--- src/rtl/uart_rx_fifo.sv ---
`default_nettype none
// ============================================================================
//  Module   : uart_rx_fifo
//  Purpose  : 8N1 UART receiver with a small receive FIFO. Bytes are
//             presented on a valid/ready stream. Stop-bit and overrun
//             errors are reported on sticky flags.
//  Revision : 1.0 - initial release
// ============================================================================
module uart_rx_fifo #(
   parameter int CLK_HZ     = 27000000,
   parameter int BAUD       = 115200,
   parameter int FIFO_DEPTH = 8
) (
   input  logic                          clk,
   input  logic                          rst,
   input  logic                          rx,
   output logic [7:0]                    m_data,
   output logic                          m_valid,
   input  logic                          m_ready,
   output logic [$clog2(FIFO_DEPTH):0]   fifo_level,
   output logic                          frame_err,
   output logic                          overrun,
   input  logic                          err_clr,
   output logic                          busy
);

   localparam int DIV   = CLK_HZ / BAUD;
   localparam int HALF  = DIV / 2;
   localparam int CNT_W = (DIV > 1) ? $clog2(DIV) : 1;
   localparam int PTR_W = $clog2(FIFO_DEPTH);
   localparam int LVL_W = PTR_W + 1;

   localparam logic [2:0] S_IDLE      = 3'd0;
   localparam logic [2:0] S_START     = 3'd1;
   localparam logic [2:0] S_DATA      = 3'd2;
   localparam logic [2:0] S_STOP      = 3'd3;
   localparam logic [2:0] S_WAIT_HIGH = 3'd4;

   logic             rx_meta;
   logic             rx_s;
   logic [2:0]       state;
   logic [2:0]       state_nxt;
   logic [CNT_W-1:0] cnt;
   logic [2:0]       idx;
   logic [7:0]       shreg;

   logic             start_tick;
   logic             bit_tick;
   logic             stop_tick;
   logic             push;
   logic             set_ovr;
   logic             set_ferr;

   logic [7:0]       mem [FIFO_DEPTH];
   logic [PTR_W-1:0] wr_ptr;
   logic [PTR_W-1:0] rd_ptr;
   logic [PTR_W-1:0] rd_ptr_inc;
   logic [LVL_W-1:0] level;
   logic             full;
   logic             pop;

   assign m_valid    = (level != '0);
   assign fifo_level = level;
   assign full       = (level == LVL_W'(FIFO_DEPTH));
   assign pop        = m_valid && m_ready;
   assign rd_ptr_inc = rd_ptr + PTR_W'(1);

   // Two-flop synchronizer for the asynchronous line; idles high.
   always_ff @(posedge clk) begin
      if (rst) begin
         rx_meta <= 1'b1;
         rx_s    <= 1'b1;
      end else begin
         rx_meta <= rx;
         rx_s    <= rx_meta;
      end
   end

   // Receiver state register.
   always_ff @(posedge clk) begin
      if (rst) state <= S_IDLE;
      else     state <= state_nxt;
   end

   // Next-state decode; a stuck-low line after a bad stop bit parks in WAIT_HIGH.
   always_comb begin
      state_nxt = state;
      case (state)
         S_IDLE:      if (!rx_s)                state_nxt = S_START;
         S_START:     if (start_tick)           state_nxt = rx_s ? S_IDLE : S_DATA;
         S_DATA:      if (bit_tick && idx == 3'd7) state_nxt = S_STOP;
         S_STOP:      if (stop_tick)            state_nxt = rx_s ? S_IDLE : S_WAIT_HIGH;
         S_WAIT_HIGH: if (rx_s)                 state_nxt = S_IDLE;
         default:                               state_nxt = S_IDLE;
      endcase
   end

   // Sample strobes and stop-bit outcomes derived from state and baud counter.
   always_comb begin
      busy       = (state != S_IDLE);
      start_tick = (state == S_START) && (cnt == CNT_W'(HALF - 1));
      bit_tick   = (state == S_DATA)  && (cnt == CNT_W'(DIV - 1));
      stop_tick  = (state == S_STOP)  && (cnt == CNT_W'(DIV - 1));
      // A pop in the same cycle frees a slot, so a full FIFO still accepts.
      push       = stop_tick && rx_s && (!full || pop);
      set_ovr    = stop_tick && rx_s && full && !pop;
      set_ferr   = stop_tick && !rx_s;
   end

   // Baud counter, bit index and LSB-first shift register.
   always_ff @(posedge clk) begin
      if (rst) begin
         cnt   <= '0;
         idx   <= '0;
         shreg <= '0;
      end else begin
         case (state)
            S_START: cnt <= start_tick ? '0 : cnt + CNT_W'(1);
            S_DATA: begin
               if (bit_tick) begin
                  cnt   <= '0;
                  idx   <= idx + 3'd1;
                  shreg <= {rx_s, shreg[7:1]};
               end else begin
                  cnt <= cnt + CNT_W'(1);
               end
            end
            S_STOP:  cnt <= stop_tick ? '0 : cnt + CNT_W'(1);
            default: begin
               cnt <= '0;
               idx <= '0;
            end
         endcase
      end
   end

   // FIFO storage; contents need no reset because level gates visibility.
   always_ff @(posedge clk) begin
      if (push) mem[wr_ptr] <= shreg;
   end

   // FIFO pointers, level and registered head byte.
   always_ff @(posedge clk) begin
      if (rst) begin
         wr_ptr <= '0;
         rd_ptr <= '0;
         level  <= '0;
         m_data <= '0;
      end else begin
         if (push) wr_ptr <= wr_ptr + PTR_W'(1);
         if (pop)  rd_ptr <= rd_ptr_inc;
         case ({push, pop})
            2'b10:   level <= level + LVL_W'(1);
            2'b01:   level <= level - LVL_W'(1);
            default: level <= level;
         endcase
         // Keep m_data equal to the entry that will be at the head next cycle.
         if (pop) begin
            if (level > LVL_W'(1)) m_data <= mem[rd_ptr_inc];
            else if (push)         m_data <= shreg;
         end else if (push && level == '0) begin
            m_data <= shreg;
         end
      end
   end

   // Sticky error flags; a set event outranks a simultaneous clear.
   always_ff @(posedge clk) begin
      if (rst) begin
         frame_err <= 1'b0;
         overrun   <= 1'b0;
      end else begin
         if (set_ferr)     frame_err <= 1'b1;
         else if (err_clr) frame_err <= 1'b0;
         if (set_ovr)      overrun   <= 1'b1;
         else if (err_clr) overrun   <= 1'b0;
      end
   end

endmodule
`default_nettype wire

--- config.mk ---
export PLATFORM = sky130hd
export DESIGN_NAME = uart_rx_fifo
export DESIGN_NICKNAME = d
export VERILOG_FILES = /design/src/rtl/uart_rx_fifo.sv
export SDC_FILE = /design/constraint.sdc
export NUM_CORES = 1
export LEC_CHECK = 0
export BUFFER_PORTS_ARGS = -buffer_cell sky130_fd_sc_hd__buf_2
export CORE_MARGIN = 3
export CORE_UTILIZATION = 54
export CTS_CLUSTER_DIAMETER = 40
export DETAILED_ROUTE_END_ITERATION = 10
export GPL_ROUTABILITY_DRIVEN = 0
export PLACE_DENSITY = 0.7
export SKIP_LAST_GASP = 1
export SLEW_MARGIN = 30
export SYNTH_ARGS = -nofsm -noshare
export SYNTH_HDL_FRONTEND = slang
export SYNTH_SLANG_ARGS = --single-unit
--- constraint.sdc ---
create_clock -name clk -period 2.65 [get_ports clk]
set_input_delay 0.53 -clock clk [delete_from_list [all_inputs] [get_ports clk]]
set_output_delay 0.53 -clock clk [all_outputs]
set_load 0.005 [all_outputs]
=== Word level (Yosys, flattened, before mapping) ===
Memories as Yosys holds them, arrays and structs flattened.
Index checks and enable logic that the tools add are counted.

* Bits in registers: 44
* Bits in writable memories: 64
* Output and inout bits: 16
* Word-level logic and storage cells: 90
* Memories: 1

* Add/subtract/negate cells: 6
* Order comparisons: 1
* Equal/unequal tests: 17
* Mux-type cells: 24
* Bitwise gates (word level): 1
* Reductions and logical operators: 28

{| class="wikitable"
|+ Memories
! name !! words !! bits a word !! read ports !! clocked after Yosys merged registers in !! wr ports !! RTL line !! text
|-
| mem || 8 || 8 || 1 || 0 || 1 || 54 || <nowiki>logic [7:0] mem [FIFO_DEPTH];</nowiki>
|}

{| class="wikitable"
|+ Operator list
! kind !! count
|-
| $mux W8 || 7
|-
| $pmux W8 S3 || 1
|-
| $mux W3 || 7
|-
| $pmux W3 S5 || 1
|-
| $ne A2 B2 Y1 const B || 6
|-
| $logic_and A1 B1 Y1 || 11
|-
| $add A3 B1 Y3 const B || 3
|-
| $add A8 B1 Y8 const B || 1
|-
| $eq A8 B7 Y1 const B || 1
|-
| $eq A8 B8 Y1 const B || 1
|-
| $pmux W4 S2 || 1
|-
| $reduce_bool A2 Y1 || 4
|-
| $eq A3 B2 Y1 const B || 2
|-
| $eq A3 B3 Y1 const B || 2
|-
| $pmux W3 S2 || 1
|-
| $reduce_and A2 Y1 || 3
|-
| $mux W1 || 5
|-
| $reduce_and A5 Y1 || 1
|-
| $add A4 B1 Y4 const B || 1
|-
| $eq A4 B4 Y1 const B || 1
|-
| $gt A4 B1 Y1 const B || 1
|-
| $logic_not A4 Y1 || 1
|-
| $reduce_bool A4 Y1 || 1
|-
| $sub A4 B1 Y4 const B || 1
|-
| other kinds (11) || 13
|}

=== Longest topological paths before layout ===
* Depth after elaboration: 7
* Gate-level depth with buffers: 9
* Mapped depth without buffers: 7

=== Worst setup path after synthesis ===
Ideal clock, no wire load.

* Kind: reg2reg
* From: register level[0] (netlist: fifo_level[0])
* To: memory mem[0][0] (enable)
* Arrival time: 2009 ps
* Data required time: 2267 ps
* Path slack: 257 ps
* Cell stages (with the launch flop): 7
* Buffers on the path: 0
* Period minus slack after synthesis: 2393 ps
* Path through: dfxtp_1 inv_1 ha_1 and4bb_2 nor4_1 nand2b_1 nor3_1

* Longest elaborated chain between the ends: 6

{| class="wikitable"
|+ RTL lines
! element !! RTL line !! text
|-
| from (decl) || 58 || <nowiki>logic [LVL_W-1:0] level;</nowiki>
|-
| from (signal assigned) || 153 || <nowiki>2'b10: level <= level + LVL_W'(1);</nowiki>
|-
| from (signal assigned) || 154 || <nowiki>2'b01: level <= level - LVL_W'(1);</nowiki>
|-
| from (signal assigned) || 155 || <nowiki>default: level <= level;</nowiki>
|-
| $eq A4 B4 Y1 or $reduce_bool A4 Y1 (tied branches) || 64, 62 ||
|-
| $logic_not A1 Y1 or $logic_and A1 B1 Y1 (tied branches) || 105, 65 ||
|-
| $logic_or A1 B1 Y1 * || 105 || <nowiki>push = stop_tick && rx_s && (!full || pop);</nowiki>
|-
| $logic_and A1 B1 Y1 * || 105 ||
|-
| $mux W1 * || 139 || <nowiki>if (push) mem[wr_ptr] <= shreg;</nowiki>
|-
| $mux W1 (not written as such) * || 139 ||
|-
| to (decl) || 54 ||
|}

Mark *: on every way between the ends. The rest lies on a longest branch, timed or not.

=== Worst setup path in the final report ===
* From: register level[0] (netlist: fifo_level[0])
* To: memory mem[0][5] (enable)

The elaborated chain is that of the path after synthesis.

==> results.json <==
{
  "comb_power_share_pct": 27.5,
  "regArea_sq_um": 2800,
  "drc_errors": 0,
  "startpoint_type": "flop",
  "place_ws_ns": 0.334,
  "htree_levels": 3,
  "initial_core_util_pct": 55.7,
  "cts.sink_count": 108,
  "core_sq_um": 8260,
  "r2r_slack_ns": 0.32,
  "r2r_end": "mem[0][5]",
  "cellLeakagePower_nw": 1.84,
  "hold_violations": 0,
  "placed_area_sq_um": 4840,
  "antenna_found_initial": 0,
  "status": "finished clean",
  "tightest_slew_ns": 0.746,
  "fillers": 661,
  "areaGrowthSynthToFinish_pct": 9.01,
  "yosysUniqueCellTypes": 47,
  "clock_skew_ns": 0.0133,
  "hp-class": "input port to flop",
  "dp.cells": 466,
  "cts_buffer_depth": 2,
  "final_layout_size_suffix_gt1_share_pct": 20.2,
  "synth_nets": 362,
  "design_area_sq_um": 5010,
  "port_buffers": 20,
  "stdcell_count": 482,
  "dr_total_vias": 2760,
  "max_freq_mhz": 429,
  "antenna_left": 0,
  "tritoncts": "done",
  "drt_first_pass_iters": 5,
  "peakVddDrop_mv": 0.516,
  "cp_data_arrival_time_ns": 2.40,
  "synth_area_per_cell_sq_um": 13.3,
  "period_needed_ns": 2.33,
  "p_seq_share_pct": 49.6,
  "grt_pass1_vias": 2703,
  "power.net_switching_w": 0.00121,
  "drt-initial-drc-count": 151,
  "clk-insertion-delay-late_ns": 0.36,
  "final_util_pct": 60.7,
  "dp_hpwl_um": 5920,
  "drv_cap": 0,
  "final_nets": 387,
  "slew_headroom_pct": 49.9,
  "path_cells": "inv_1 -> ha_1 -> and4bb_2 -> nor4_1 -> nand2b_1 -> nor3_1 -> buf_4",
  "io_pins": 21,
  "crit_fanout": 8,
  "cts_resized": 0,
  "cp-end-kind": "flop",
  "synthFlopType": "edfxtp_1",
  "hold_end": "rx_meta",
  "synth-seq-area-share_pct": 61.0,
  "synth_warnings": 0,
  "cp-startpoint": "fifo_level[0]",
  "grt_max_degree": 32,
  "multi_input_area_sq_um": 1700,
  "period_share_pct": 87.9,
  "r2r_cells": 7,
  "synth_top_area_cell": "edfxtp_1",
  "p_sw_share_pct": 31.1,
  "required_ns": 2.72,
  "cellInternalPower_w": 0.00269,
  "synth.most_common_cell": "edfxtp_1",
  "cts_hold_buf": 0,
  "cts_setup_buffers": 0,
  "cts_root_buf": "clkbuf_8",
  "die_area_sq_um": 9660,
  "grt_first_pass_wirelength_um": 13900,
  "die_h_um": 98.3,
  "syn_area_sq_um": 4600,
  "via_per_inst": 5.73,
  "timing.final.ws_setup_ns": 0.321,
  "r2r-start": "fifo_level[0]",
  "diodes": 0,
  "setup_viol": 0,
  "rsz0062_at_grt": "no",
  "cellPowerDensity_nw_per_um2": 779,
  "synth-edff-count": 64,
  "fin_setup_tns_ns": 0,
  "synth_commonest_cells": "edfxtp_1 (64), nor2_1 (45), dfxtp_1 (44), nand2_1 (27), mux4_2 (16)",
  "ys_top_cells_by_area": "edfxtp_1 (42%), dfxtp_1 (19%), mux4_2 (7.8%)",
  "routed_wirelength_um": 8440,
  "cts_buffers": 9,
  "syn-instance-count": 347,
  "cpPeakStageDelay_ns": 0.46,
  "hold_depth": 2,
  "clkPwrFrac_pct": 22.9,
  "path_class": "flop to flop",
  "hold_start": "rx",
  "yosys_register_bits": 108,
  "grt_overflow": 0,
  "critPathSlowestCell": "dfxtp_1",
  "rows": 33,
  "grtUsageTotal_pct": 18.5,
  "cts.clk_slew.worst_paths_ns": 0.10,
  "ys_async_sr_fraction_pct": 0,
  "slew_violations": 0,
  "die-width_um": 98.3,
  "wl_per_cell_um": 17.5,
  "synth_top_cell_area_share_pct": 41.8
}
-- worst max path at each step --
stage                     cells past startpoint  slack, ns        end
after floorplan                               6       0.26  mem[0][0]
after global placement                        7       0.44  mem[0][4]
after detailed placement                      7       0.33  mem[4][7]
after CTS                                     7       0.31  mem[4][1]
after global routing                          7       0.07  mem[0][5]
final                                         7       0.32  mem[0][5]
-- metrics by stage --
step / hold slack (ns) / total power, W
2_1_floorplan: 0.389 / 0.00280
3_3_place_gp: 0.397 / 0.00304
3_5_place_dp: 0.398 / 0.00306
4_1_cts: 0.339 / 0.00395
5_1_grt: 0.346 / 0.00415
6_report: 0.352 / 0.00391
-- power by group through the flow --
stage	clock network, W	logic, W	registers, W
finish	0.000896	0.00107	0.00194
global route	0.000999	0.00120	0.00195
CTS	0.000928	0.00109	0.00194
detailed placement	0	0.00109	0.00197
global placement	0	0.00107	0.00197
floorplan	0	0.000865	0.00193
-- flip-flops by register name, indices dropped and copies added, names as in the netlist, 3 cells and up --
signal / count
fifo_level: 4
rd_ptr: 3
m_data: 8
state: 3
wr_ptr: 3
mem: 64
cnt: 8
shreg: 8
idx: 3
-- layout make-up --
type / count / area share [%]
Timing Repair Buffer: 30 / 3.49
Tap cell: 105 / 2.62
Clock inverter: 7 / 0.999
Multi-Input combinational cell: 216 / 34.0
Clock buffer: 9 / 2.47
Inverter: 7 / 0.524
Sequential cell: 108 / 55.9
-- per-layer routing --
layer / global-route usage, % / wire, um
met4: 7.35 / 162
met5: 0 / 0
met2: 28.8 / 3920
met3: 3.00 / 397
met1: 26.4 / 3950
-- placed cells by master, fill, tap and decap left out, types with 2 or more instances in the layout --
cell and instances:
nand2b_1 12, inv_1 7, mux4_2 16, nor2b_1 5, inv_6 2, ha_1 10
mux2i_1 14, or2_2 2, nor2_1 45, clkinv_2 2, o21ai_0 5, clkbuf_8 9
dfxtp_1 44, xnor2_1 8, a32o_1 8, xor2_1 7, mux2_2 2, nand2_1 27
a21oi_1 5, a22oi_1 2, and3_1 2, buf_4 10, edfxtp_1 64, nand3_1 14
buf_2 20, nand4b_4 2, nor3_1 6
-- cells by family (layout without fill, tap and decap cells) --
group | Yosys count | after routing | synth area share [%]
buffers and inverters | 23 | 53 | 2.12
adder cells (fa/ha/maj) | 10 | 10 | 2.72
AO/OA/AOI/OAI | 31 | 31 | 5.31
multiplexers | 32 | 32 | 11.4
XOR/XNOR | 15 | 15 | 2.86
flip-flops | 108 | 108 | 61.0
AND/OR/NAND/NOR | 128 | 128 | 14.7
-- critical path: cells and delay by family, from the launching register on --
kind,cells,cell delay (ns)
simple gates,4,1.04
fa+ha+maj,1,0.25
flops,1,0.46
buf+inv,2,0.28
No activity file was read; power rests on OpenSTA's default activity.
